===== config.mk =====
export PLATFORM = sky130hd
export DESIGN_NAME = lc3_mem_ctrl_flat
export DESIGN_NICKNAME = d
export VERILOG_FILES = /design/src/rtl/lc3_mem_pkg.sv /design/src/rtl/lc3_mem_ctrl_if.sv /design/src/rtl/lc3_io_regs.sv /design/src/rtl/lc3_mem_ctrl.sv /design/src/flat_wrapper.sv
export SDC_FILE = /design/constraint.sdc
export NUM_CORES = 1
export LEC_CHECK = 0
export CAP_MARGIN = 20
export CORE_ASPECT_RATIO = 0.9
export CORE_MARGIN = 5
export CORE_UTILIZATION = 49
export DETAILED_ROUTE_END_ITERATION = 10
export GPL_ROUTABILITY_DRIVEN = 0
export HOLD_SLACK_MARGIN = 0.12
export PLACE_DENSITY = 0.8
export SYNTH_ARGS = -nofsm -noshare
export SYNTH_HDL_FRONTEND = slang
export SYNTH_HIERARCHICAL = 1
export SYNTH_SLANG_ARGS = --single-unit

===== constraint.sdc =====
create_clock -name clk -period 3.55 [get_ports clk]
set_clock_uncertainty 0.05 [all_clocks]
set_input_delay 1.065 -clock clk [delete_from_list [all_inputs] [get_ports clk]]
set_output_delay 1.065 -clock clk [all_outputs]
set_load 0.01 [all_outputs]

===== src/rtl/lc3_mem_pkg.sv =====
`default_nettype none
// ============================================================================
// Module  : lc3_mem_pkg
// Brief   : Shared constants, state/target encodings and I/O address decode
//           for the LC-3 memory controller.
// Revision: 1.0 - initial release
// ============================================================================
package lc3_mem_pkg;

    localparam logic [15:0] KBSR_ADDR = 16'hFE00;
    localparam logic [15:0] KBDR_ADDR = 16'hFE02;
    localparam logic [15:0] DSR_ADDR  = 16'hFE04;
    localparam logic [15:0] DDR_ADDR  = 16'hFE06;

    typedef enum logic [1:0] {
        IDLE   = 2'd0,
        ACCESS = 2'd1,
        DONE   = 2'd2
    } mem_state_t;

    typedef enum logic [2:0] {
        IO_NONE = 3'd0,
        IO_KBSR = 3'd1,
        IO_KBDR = 3'd2,
        IO_DSR  = 3'd3,
        IO_DDR  = 3'd4
    } io_sel_t;

    // Device registers match on the full 16-bit address, independent of ADDR_W
    function automatic io_sel_t io_decode(input logic [15:0] addr);
        io_sel_t sel;
        case (addr)
            KBSR_ADDR: sel = IO_KBSR;
            KBDR_ADDR: sel = IO_KBDR;
            DSR_ADDR:  sel = IO_DSR;
            DDR_ADDR:  sel = IO_DDR;
            default:   sel = IO_NONE;
        endcase
        return sel;
    endfunction

endpackage
`default_nettype wire


===== src/rtl/lc3_mem_ctrl_if.sv =====
`default_nettype none
// ============================================================================
// Module  : lc3_mem_ctrl_if
// Brief   : Datapath-side bus between the LC-3 control/datapath and the
//           MAR/MDR memory controller.
// Revision: 1.0 - initial release
// ============================================================================
interface lc3_mem_ctrl_if;

    logic [15:0] buss_in;
    logic        ldMAR;
    logic        ldMDR;
    logic        selMDR;
    logic        memWE;
    logic [15:0] mdrout;
    logic        mem_ready;

    modport master (
        output buss_in, ldMAR, ldMDR, selMDR, memWE,
        input  mdrout, mem_ready
    );

    modport slave (
        input  buss_in, ldMAR, ldMDR, selMDR, memWE,
        output mdrout, mem_ready
    );

endinterface
`default_nettype wire


===== src/rtl/lc3_io_regs.sv =====
`default_nettype none
// ============================================================================
// Module  : lc3_io_regs
// Brief   : Keyboard (KBSR/KBDR) and display (DSR/DDR) registers with the
//           display handshake and the device read mux.
// Revision: 1.0 - initial release
// ============================================================================
module lc3_io_regs
    import lc3_mem_pkg::*;
(
    input  wire logic        clk,
    input  wire logic        rst,
    input  wire io_sel_t     i_sel,
    input  wire logic        i_wr_stb,
    input  wire logic [7:0]  i_wr_data,
    input  wire logic        i_rd_clr,
    input  wire logic [7:0]  i_kbd_data,
    input  wire logic        i_kbd_valid,
    output logic [7:0]       o_disp_data,
    output logic             o_disp_valid,
    input  wire logic        i_disp_ready,
    output logic [15:0]      o_rd_data
);

    logic       r_kbsr_flag;
    logic [7:0] r_kbdr;
    logic [7:0] r_disp_data;
    logic       r_disp_valid;

    // A new character beats the read-clear so a keystroke is never lost
    always_ff @(posedge clk or posedge rst) begin
        if (rst) begin
            r_kbsr_flag <= 1'b0;
            r_kbdr      <= 8'h00;
        end else if (i_kbd_valid) begin
            r_kbsr_flag <= 1'b1;
            r_kbdr      <= i_kbd_data;
        end else if (i_rd_clr) begin
            r_kbsr_flag <= 1'b0;
        end
    end

    always_ff @(posedge clk or posedge rst) begin
        if (rst) begin
            r_disp_data  <= 8'h00;
            r_disp_valid <= 1'b0;
        end else if (i_wr_stb && (i_sel == IO_DDR)) begin
            r_disp_data  <= i_wr_data;
            r_disp_valid <= 1'b1;
        end else if (r_disp_valid && i_disp_ready) begin
            r_disp_valid <= 1'b0;
        end
    end

    always_comb begin
        o_rd_data = 16'h0000;
        case (i_sel)
            IO_KBSR: o_rd_data = {r_kbsr_flag, 15'b0};
            IO_KBDR: o_rd_data = {8'h00, r_kbdr};
            IO_DSR:  o_rd_data = {~r_disp_valid, 15'b0};
            default: o_rd_data = 16'h0000;
        endcase
    end

    assign o_disp_data  = r_disp_data;
    assign o_disp_valid = r_disp_valid;

endmodule
`default_nettype wire


===== src/rtl/lc3_mem_ctrl.sv =====
`default_nettype none
// ============================================================================
// Module  : lc3_mem_ctrl
// Brief   : LC-3 MAR/MDR memory controller: wait-stated synchronous SRAM
//           access, memory-mapped keyboard/display, one-cycle ready strobe.
// Revision: 1.0 - initial release
// ============================================================================
module lc3_mem_ctrl
    import lc3_mem_pkg::*;
#(
    parameter int WAIT_STATES = 2,
    parameter int ADDR_W      = 16
) (
    input  wire logic              clk,
    input  wire logic              rst,
    lc3_mem_ctrl_if.slave          bus,
    output logic [ADDR_W-1:0]      sram_addr,
    output logic [15:0]            sram_wdata,
    input  wire logic [15:0]       sram_rdata,
    output logic                   sram_ce,
    output logic                   sram_we,
    input  wire logic [7:0]        kbd_data,
    input  wire logic              kbd_valid,
    output logic [7:0]             disp_data,
    output logic                   disp_valid,
    input  wire logic              disp_ready
);

    localparam logic [3:0] c_wait = 4'(WAIT_STATES);

    mem_state_t        r_state;
    mem_state_t        w_next;
    logic [15:0]       r_mar;
    logic [15:0]       r_mdr;
    logic [3:0]        r_cnt;
    logic              r_is_wr;
    io_sel_t           r_io;
    logic [ADDR_W-1:0] r_sram_addr;
    logic [15:0]       r_sram_wdata;

    logic              w_req_rd;
    logic              w_req_wr;
    logic              w_start;
    logic              w_last;
    logic              w_io_rd_clr;
    logic [15:0]       w_io_rdata;
    io_sel_t           w_dec;

    assign w_req_rd    = bus.ldMDR && bus.selMDR;
    assign w_req_wr    = bus.memWE;
    assign w_start     = (r_state == IDLE) && (w_req_rd || w_req_wr);
    assign w_last      = (r_state == ACCESS) && (r_cnt == 4'd0);
    assign w_dec       = io_decode(r_mar);
    assign w_io_rd_clr = (r_state == DONE) && !r_is_wr && (r_io == IO_KBDR);

    always_ff @(posedge clk or posedge rst) begin
        if (rst) begin
            r_state <= IDLE;
        end else begin
            r_state <= w_next;
        end
    end

    always_comb begin
        w_next = r_state;
        case (r_state)
            IDLE:    if (w_start) w_next = ACCESS;
            ACCESS:  if (r_cnt == 4'd0) w_next = DONE;
            DONE:    w_next = IDLE;
            default: w_next = IDLE;
        endcase
    end

    // Access context is frozen at start so MAR/MDR may change mid-access
    always_ff @(posedge clk or posedge rst) begin
        if (rst) begin
            r_cnt        <= 4'd0;
            r_is_wr      <= 1'b0;
            r_io         <= IO_NONE;
            r_sram_addr  <= '0;
            r_sram_wdata <= 16'h0000;
        end else if (w_start) begin
            r_cnt        <= (w_dec == IO_NONE) ? c_wait : 4'd0;
            r_is_wr      <= w_req_wr;
            r_io         <= w_dec;
            r_sram_addr  <= r_mar[ADDR_W-1:0];
            r_sram_wdata <= r_mdr;
        end else if ((r_state == ACCESS) && (r_cnt != 4'd0)) begin
            r_cnt        <= r_cnt - 4'd1;
        end
    end

    always_ff @(posedge clk or posedge rst) begin
        if (rst) begin
            r_mar <= 16'h0000;
        end else if (bus.ldMAR) begin
            r_mar <= bus.buss_in;
        end
    end

    always_ff @(posedge clk or posedge rst) begin
        if (rst) begin
            r_mdr <= 16'h0000;
        end else if (w_last && !r_is_wr) begin
            r_mdr <= (r_io == IO_NONE) ? sram_rdata : w_io_rdata;
        end else if (bus.ldMDR && !bus.selMDR) begin
            r_mdr <= bus.buss_in;
        end
    end

    lc3_io_regs u_io_regs (
        .clk          (clk),
        .rst          (rst),
        .i_sel        (r_io),
        .i_wr_stb     (w_last && r_is_wr),
        .i_wr_data    (r_sram_wdata[7:0]),
        .i_rd_clr     (w_io_rd_clr),
        .i_kbd_data   (kbd_data),
        .i_kbd_valid  (kbd_valid),
        .o_disp_data  (disp_data),
        .o_disp_valid (disp_valid),
        .i_disp_ready (disp_ready),
        .o_rd_data    (w_io_rdata)
    );

    assign sram_ce       = (r_state == ACCESS) && (r_io == IO_NONE);
    assign sram_we       = sram_ce && r_is_wr;
    assign sram_addr     = r_sram_addr;
    assign sram_wdata    = r_sram_wdata;
    assign bus.mdrout    = r_mdr;
    assign bus.mem_ready = (r_state == DONE);

endmodule
`default_nettype wire


===== src/flat_wrapper.sv =====
// flat-port wrapper written by rule: the top's interface ports become plain ports
module lc3_mem_ctrl_flat import lc3_mem_pkg::*;
#(
    parameter int WAIT_STATES = 2,
    parameter int ADDR_W      = 16
)
  (clk, rst, sram_addr, sram_wdata, sram_rdata, sram_ce, sram_we, kbd_data, kbd_valid, disp_data, disp_valid, disp_ready, bus_buss_in, bus_ldMAR, bus_ldMDR, bus_selMDR, bus_memWE, bus_mdrout, bus_mem_ready);
  lc3_mem_ctrl_if bus_i ();
  input  wire logic clk;
  input  wire logic rst;
  output logic [ADDR_W-1:0] sram_addr;
  output logic [15:0] sram_wdata;
  input  wire logic [15:0] sram_rdata;
  output logic sram_ce;
  output logic sram_we;
  input  wire logic [7:0] kbd_data;
  input  wire logic kbd_valid;
  output logic [7:0] disp_data;
  output logic disp_valid;
  input  wire logic disp_ready;
  input wire logic [$bits(bus_i.buss_in)-1:0] bus_buss_in;
  input wire logic [$bits(bus_i.ldMAR)-1:0] bus_ldMAR;
  input wire logic [$bits(bus_i.ldMDR)-1:0] bus_ldMDR;
  input wire logic [$bits(bus_i.selMDR)-1:0] bus_selMDR;
  input wire logic [$bits(bus_i.memWE)-1:0] bus_memWE;
  output wire logic [$bits(bus_i.mdrout)-1:0] bus_mdrout;
  output wire logic [$bits(bus_i.mem_ready)-1:0] bus_mem_ready;
  assign bus_i.buss_in = bus_buss_in;
  assign bus_i.ldMAR = bus_ldMAR;
  assign bus_i.ldMDR = bus_ldMDR;
  assign bus_i.selMDR = bus_selMDR;
  assign bus_i.memWE = bus_memWE;
  assign bus_mdrout = bus_i.mdrout;
  assign bus_mem_ready = bus_i.mem_ready;
  lc3_mem_ctrl #(.WAIT_STATES(WAIT_STATES), .ADDR_W(ADDR_W)) u_core (.clk(clk), .rst(rst), .bus(bus_i), .sram_addr(sram_addr), .sram_wdata(sram_wdata), .sram_rdata(sram_rdata), .sram_ce(sram_ce), .sram_we(sram_we), .kbd_data(kbd_data), .kbd_valid(kbd_valid), .disp_data(disp_data), .disp_valid(disp_valid), .disp_ready(disp_ready));
endmodule

==> results of run 1 <==
==> layout by cell type (no fill, tap or decap), types with 5 or more instances in the layout <==
master	netlist	final
sky130_fd_sc_hd__clkbuf_8	0	11
sky130_fd_sc_hd__dfrtp_1	92	92
sky130_fd_sc_hd__mux2_2	57	57
sky130_fd_sc_hd__mux2i_1	50	50
sky130_fd_sc_hd__buf_4	8	5
sky130_fd_sc_hd__conb_1	1	7
sky130_fd_sc_hd__and2_1	9	9
sky130_fd_sc_hd__inv_1	6	5
sky130_fd_sc_hd__clkdlybuf4s50_1	0	107
sky130_fd_sc_hd__o21ai_0	7	7
sky130_fd_sc_hd__mux2_4	8	8
==> layout make-up <==
type	count	area (um2)
clock buffer	12	155.1
clock inverter	3	46.29
fill	652	2932
inverter	6	23.77
multi-input combinational	184	1712
sequential	92	2302
tap	119	148.9
timing repair buffer	113	1129
==> worst paths after layout <==
kind	cells past startpoint	endpoint
worst max-delay path	3	sram_we
worst min-delay path	1	u_core/u_io_regs/r_kbsr_flag$_DFFE_PP0P_
worst max register to register	6	u_core/bus.mdrout[2]$_DFFE_PP0P_
worst min register to register	1	u_core/u_io_regs/r_kbsr_flag$_DFFE_PP0P_
max in group asynchronous	3	u_core/sram_addr[15]$_DFFE_PP0P_
min in group asynchronous	2	u_core/bus.mdrout[5]$_DFFE_PP0P_
==> per-layer routing <==
metal  track usage [%]  part of all wire (%)  vias to the layer above
li1                  -                     -                     1270
met4             5.703                  0.87                        0
met2             30.88                    49                       73
met1             24.89                    47                     1361
met5                 0                     0                        -
met3             3.522                   3.8                        6
==> cells by family (layout without fill, tap and decap cells) <==
group | after synthesis | in the layout | synth area share, %
multiplexers | 115 | 115 | 30.26
other | 1 | 7 | 0.08987
flip-flops | 92 | 92 | 55.17
AND/OR/NAND/NOR | 41 | 41 | 6.537
adder cells (fa/ha/maj) | 1 | 1 | 0.2998
XOR/XNOR | 1 | 1 | 0.2099
AO/OA/AOI/OAI | 19 | 19 | 2.908
buffers and inverters | 28 | 134 | 4.528
==> critical path, cell delays in order (launching register included) <==
cell and delay, ns:
sky130_fd_sc_hd__dfrtp_1 0.45, sky130_fd_sc_hd__nor2b_1 0.37, sky130_fd_sc_hd__and3_1 0.21, sky130_fd_sc_hd__clkdlybuf4s50_1 0.53
==> report_power, final <==
part / total, mW / internal [mW] / switching [mW] / leakage [nW]
Combinational: 1.61 / 0.980 / 0.634 / 1.21
Clock: 0.700 / 0.362 / 0.338 / 0.0987
Sequential: 1.67 / 1.41 / 0.265 / 1.11
Total: 3.99 / 2.75 / 1.24 / 2.42
==> flip-flops by register name, indices dropped and copies added, names as in the netlist <==
signal	flops
u_core/r_mar	16
u_core/sram_wdata	16
u_core/r_io	3
u_core/r_state	2
u_core/u_io_regs/o_disp_valid	1
u_core/u_io_regs/r_kbdr	8
u_core/sram_addr	16
u_core/r_is_wr	1
u_core/u_io_regs/r_kbsr_flag	1
u_core/bus.mdrout	16
u_core/r_cnt	4
u_core/u_io_regs/o_disp_data	8
==> flow_results.org, run 1 <==
** Finish
- Once layout is complete, the cells apart from fillers number 529.
- Growth of design area from synthesis to finish :: 32.20%
- Share of post-route cells with drive strength above 1 :: 21.71%
- The repair_antennas step left the layout with diodes totalling 0.
- At the end of the flow, the number of nets in the layout was 455.
- After routing the design area is between 0.005 and 0.006 mm2.
- At the end of the flow the core is filled with cells to 65.30%.

** Timing
- Hold violation count in the final report :: 0
- Final critical-path required period :: 3.021 ns
- Max-slew headroom :: 28.73%
- Setup repair after global routing left no endpoint under its margin.
- In the post-route analysis, the smallest setup slack over all paths is 0.5293 ns.
- Slew @ Worst Pin :: 1.067 ns
- Setup violations remaining at the end of the flow were counted as 0.
- After routing, the total negative slack on setup checks comes to 0 ns.
- Fraction of the cycle the final worst path needs :: 85.09%
- Final hold analysis gives a worst-case slack of between 0.4 and 0.5 ns.
- Pins Over Slew Limit :: 0
- Achievable Freq :: ~330 MHz

** Power and ir drop
- Across the VDD grid, the largest voltage drop is 0.0003928 V.
- Ratio of total power to cell area :: around 720 mW/mm2
- The design draws ~4 mW.
- Summed over all cells, the static leakage comes to 2.415 nW.

** Synthesis
- Ranked by total cell area, the synthesized netlist is headed by sky130_fd_sc_hd__dfrtp_1 (55%), sky130_fd_sc_hd__mux2_2 (15%), sky130_fd_sc_hd__mux2i_1 (12%), sky130_fd_sc_hd__mux2_4 (2.9%), sky130_fd_sc_hd__buf_4 (1.4%).
- Ranking of synthesized cells by instance count :: sky130_fd_sc_hd__dfrtp_1 (92), sky130_fd_sc_hd__mux2_2 (57), sky130_fd_sc_hd__mux2i_1 (50), sky130_fd_sc_hd__and2_1 (9)
- Proportion of synthesized flip-flops having asynchronous set or reset :: 100.0%
- In this run, synthesis produced a sequential element count of slightly above 90.
- The synthesized netlist contains 41 unique library cells.
- Number of warning messages in the yosys log :: 6
- Synthesis produced 298 cells.
- Counting flops with a built-in enable in the synthesized netlist gives 0.
- Netlist area before placement :: 0.004173 mm2
- Top FF cell, synth :: sky130_fd_sc_hd__dfrtp_1
- Post-synthesis cell type with the largest combined area :: sky130_fd_sc_hd__dfrtp_1
- Dominant cell by count in the synthesized netlist :: sky130_fd_sc_hd__dfrtp_1
- Area share of the largest cell type after synthesis :: 55.17%
- The average instance in the mapped netlist occupies 14.00 um2.
- Part of the Yosys area used for sequential elements :: between 50% and 60%

** Clock tree
- Number of sinks driven by the clock tree :: 92
- Post-CTS repair changed the size of 0 cells.
- Post-CTS setup buffer count :: 0
- The tree is rooted in a sky130_fd_sc_hd__clkbuf_8.
- CTS Buf Count :: 9
- Level count of the clock H-tree :: 3
- The later pin in the worst-skew pair is clocked with a latency of around 0.34 ns.
- TritonCTS built the clock tree.
- Count of hold-fix buffers inserted at cts :: 0
- Clock buffer depth :: 2
- Clock transition time at the flip-flop clock pins of the worst setup and hold paths :: 0.08 ns

** Outcome
- Outcome :: completed

** Routing
- After the first detailed-routing iteration, the DRC count stood at 93.
- Dividing the detail-routed wire length by the instance count gives 17.54 um.
- Number of iterations in the first detailed-routing pass :: 4
- Once detail routing completed, the nets flagged for antenna violations numbered 0.
- Wires add up to 9.280 mm.
- Via-to-Cell Ratio :: 5.123
- DRC violation count after routing :: 0
- Total number of vias :: 2,710

** Placed design
- HPWL after DPL :: 6.769 mm
- Area post-placement :: 0.005315 mm2
- Worst setup slack before clock tree synthesis :: 0.5586 ns
- The number of placed instances, taps included, is 514.
- The count of buffers added on input and output ports is 107.

** Global route
- Wire length of the first global-routing pass :: 15.24 mm
- Global routing finished with a remaining overflow of 0.
- The via count of the first global-routing pass is 2,975.
- Entering global routing, the biggest net connects 50 pins.
- Antenna violations before repair :: 0
- Global routing used 18.68% of the available tracks.

** Floorplanning
- The initialized floorplan defines 32 standard-cell rows.
- The die covers about 0.010 mm2.
- Die Y-Extent :: 97.55 um
- From left edge to right edge, the die measures between 100 and 150 um.
- Ports placed on the boundary :: 108
- Core area :: 0.008448 mm2
- Once the floorplan was initialized, standard cells occupied 49.39% of the core.

** Worst setup path
- The worst setup path is captured at an output port.
- Reg-to-reg slack, setup :: 1.05 ns
- Startpoint type of the worst setup path :: flop
- The startpoint identified for the worst register-to-register timing path is u_core/r_cnt[1]$_DFFE_PP0P_.
- Tracing the worst setup path back leads to its startpoint at u_core/r_state[0]$_DFFE_PP0P_.
- Critical path class :: flop to output port
- Top fanout value on the critical path :: 7
- Required time reported for the critical path endpoint :: ~2.4 ns
- Data arrives at the worst endpoint at 1.91 ns.

** Hold path
- The worst hold path begins at u_core/u_io_regs/r_kbsr_flag$_DFFE_PP0P_.
- HP Class :: flop to flop

** Run
- Max-cap violations in this run came to 0.
Power figures use the tool's default switching activity.
==> inputs of run 2 (changes only) <==
- CTS_CLUSTER_DIAMETER: default -> 100
- clock period: 3.55 -> 2.87 ns (I/O delays scaled with it)
==> flow_results.org, run 2 (same netlist as run 1, synthesis figures left out) <==
** Outcome
- The run finished with clean final reports.

** Worst setup path
- By startpoint and endpoint, the worst setup path is classified as flop to output port.
- Capturing element type of the critical path :: output port
- STA classifies the critical path startpoint as a flop.
- The arrival time of data at the critical path endpoint is 1.83 ns (-0.08 ns).
- Top fanout value on the critical path :: 7 (unchanged)
- Required time reported for the critical path endpoint :: 1.96 ns (-0.47 ns)

** Timing
- Hold violation count in the final report :: 0 (unchanged)
- Achievable Freq :: 364.2 MHz
- After layout, the worst path uses approximately 96% of the clock period.
- RSZ-0062 raised after global routing :: false
- Total negative setup slack :: 0 ns (unchanged)
- The max-slew headroom at the worst pin is 32.52% (+3.8 points).
- The slew at the pin with the worst max-slew slack is 1.010 ns (-0.05672 ns).
- Final Setup Violations :: 0 (unchanged)
- Slack of the critical path :: 0.1241 ns (-0.4053 ns)
- Final critical-path required period :: ~2.7 ns
- Pins Over Slew Limit :: 0 (unchanged)

** Power and ir drop
- Leakage power :: 2.469 nW (+2.2%)
- The power density over cell area is 920.2 mW/mm2 (+27%).
- PnR Total Power :: 5.169 mW (+30%)
- The highest ir drop seen on vdd came to 0.0004638 V (+18%).

** Floorplanning
- Core area :: 0.008448 mm2 (unchanged)
- Number of rows in the core area :: 32 (unchanged)
- The initial standard-cell utilization of the core was 49.39% (unchanged).
- Ports placed on the boundary :: 108 (unchanged)
- The die area is 0.01046 mm2 (unchanged).
- The die extent in y is 97.55 um (unchanged).
- Die extent in x :: 107.3 um (unchanged)

** Finish
- The proportion of layout cells with a drive suffix above 1 is 23.13% (+1.4 points).
- Most frequent cells in the layout :: sky130_fd_sc_hd__clkdlybuf4s50_1 (107), sky130_fd_sc_hd__dfrtp_1 (92), sky130_fd_sc_hd__mux2_2 (57)
- Leaving out fill and tap cells, the most frequent cell in the layout is sky130_fd_sc_hd__clkdlybuf4s50_1.
- Final antenna diode count :: 0 (unchanged)
- Post-Route Utilization :: 66.50% (+1.2 points)
- Relative to the synthesized area, the layout overhead comes to 34.63%.
- The net total in the final layout was 459 (+0.88%).

** Placed design
- HPWL after DPL :: 6.922 mm (+2.3%)
- Worst setup slack before clock tree synthesis :: 0.2152 ns (-0.3434 ns)
- The number of port buffers came to 107 (unchanged).

** Clock tree
- Clock tree synthesis selected as its root buffer the cell sky130_fd_sc_hd__clkbuf_8.
- Count of hold-fix buffers inserted at cts :: 0 (unchanged)
- Clock buffer depth :: 2 (unchanged)
- TritonCTS built the clock tree.
- The number of H-tree branching levels is 3 (unchanged).
- CTS Buf Count :: 9 (unchanged)
- The clock-pin slew on the worst setup and hold paths was 0.09 ns (about the same).
- Number of sinks driven by the clock tree :: 92 (unchanged)
- The insertion delay of the later-clocked pin in the worst-skew pair came to 0.35 ns (about the same).

** Routing
- The average via count per standard cell is 5.127 (about the same).
- Number of iterations in the first detailed-routing pass :: 4 (unchanged)
- The number of remaining DRC errors came to 0 (unchanged).
- The number of antenna-violating nets in the routed design came to 0 (unchanged).
- Total number of vias :: 2,738 (+1.0%)
- The average detailed-routed wire length per instance came to 17.79 um (+1.4%).
- Detailed router's first-iteration violation count :: 78 (-16%)
- Aggregate routed wire length :: 9.500 mm (+2.4%)

** Global route
- Wire length of the first global-routing pass :: 15.87 mm (+4.2%)
- The pin count of the biggest net entering global routing came to 43 (-14%).
- GR Overflow Total :: 0 (unchanged)
- The total routing resource utilization after global routing came to 19.45% (+0.77 points).
- The number of antenna violations at the first check in global routing came to 0 (unchanged).
- The via count of the first global-routing pass came to 3,043 (+2.3%).

** Hold path
- HP Class :: flop to flop

** Run
- The number of maximum-capacitance constraint violations is 0 (unchanged).
==> run 2: changes by cell type in the layout (fill, tap and decap cells not counted), sizes merged <==
cell / previous run / this run
buf: 6 / 10
bufinv: 1 / 3
clkbuf: 12 / 11
clkinv: 2 / 1
inv: 5 / 6
==> run 2: where the power goes <==
group / switching (mW) / total, mW / internal (mW)
sequential: 0.342 / 2.08 / 1.74
combinational: 0.780 / 2.01 / 1.23
clock: 0.446 / 1.08 / 0.629
total: 1.57 / 5.17 / 3.60
==> run 2: worst paths after layout <==
path	from	end	slack, ns	depth (start not counted)
worst max-delay path	u_core/r_state[0]$_DFFE_PP0P_	sram_we	0.12	3
worst min-delay path	u_core/u_io_regs/r_kbsr_flag$_DFFE_PP0P_	u_core/u_io_regs/r_kbsr_flag$_DFFE_PP0P_	0.44	1
worst max register to register	u_core/r_cnt[1]$_DFFE_PP0P_	u_core/u_io_regs/o_disp_data[4]$_DFFE_PP0P_	0.67	7
worst min register to register	u_core/u_io_regs/r_kbsr_flag$_DFFE_PP0P_	u_core/u_io_regs/r_kbsr_flag$_DFFE_PP0P_	0.44	1
max in group asynchronous	rst	u_core/u_io_regs/o_disp_data[3]$_DFFE_PP0P_	1.36	2
min in group asynchronous	rst	u_core/sram_wdata[5]$_DFFE_PP0P_	0.83	3
==> run 2: metrics by stage <==
stage                     instance area [um2]  hold slack, ns  cells
after floorplan                          4195          0.4008    304
after global placement                   5358          0.4141    518
after detailed placement                 5358          0.4175    518
after CTS                                5618          0.4383    534
after global routing                     5618          0.4703    534
final                                    5618          0.4378    534
==> run 2: what timing repair did <==
| action | 4_1_cts | 5_1_grt |
|---|---|---|
| gates resized for setup | 1 | 0 |
| setup endpoints to repair | 1 | 0 |
| setup buffers | 0 | 0 |
==> run 2: area by class of cell <==
type	instances	area, um2
inverter	6	23.77
multi-input combinational	184	1714
fill	647	2830
clock buffer	11	151.4
clock inverter	5	106.4
timing repair buffer	117	1171
sequential	92	2302
tap	119	148.9
==> run 2: critical path, cell delays in order, from the launching register on <==
cell                              delay, ns
sky130_fd_sc_hd__dfrtp_1               0.45
sky130_fd_sc_hd__nor2b_2               0.30
sky130_fd_sc_hd__and3_1                0.19
sky130_fd_sc_hd__clkdlybuf4s50_1       0.53
==> run 2: metal layers <==
layer  up-vias  global-route usage, %  part of all wire (%)
met2        65                  32.08                    50
met1      1392                  25.98                    44
met4         0                  3.638                  0.79
met3         7                  5.249                   5.1
li1       1274                      -                     -
met5         -                      0                     0
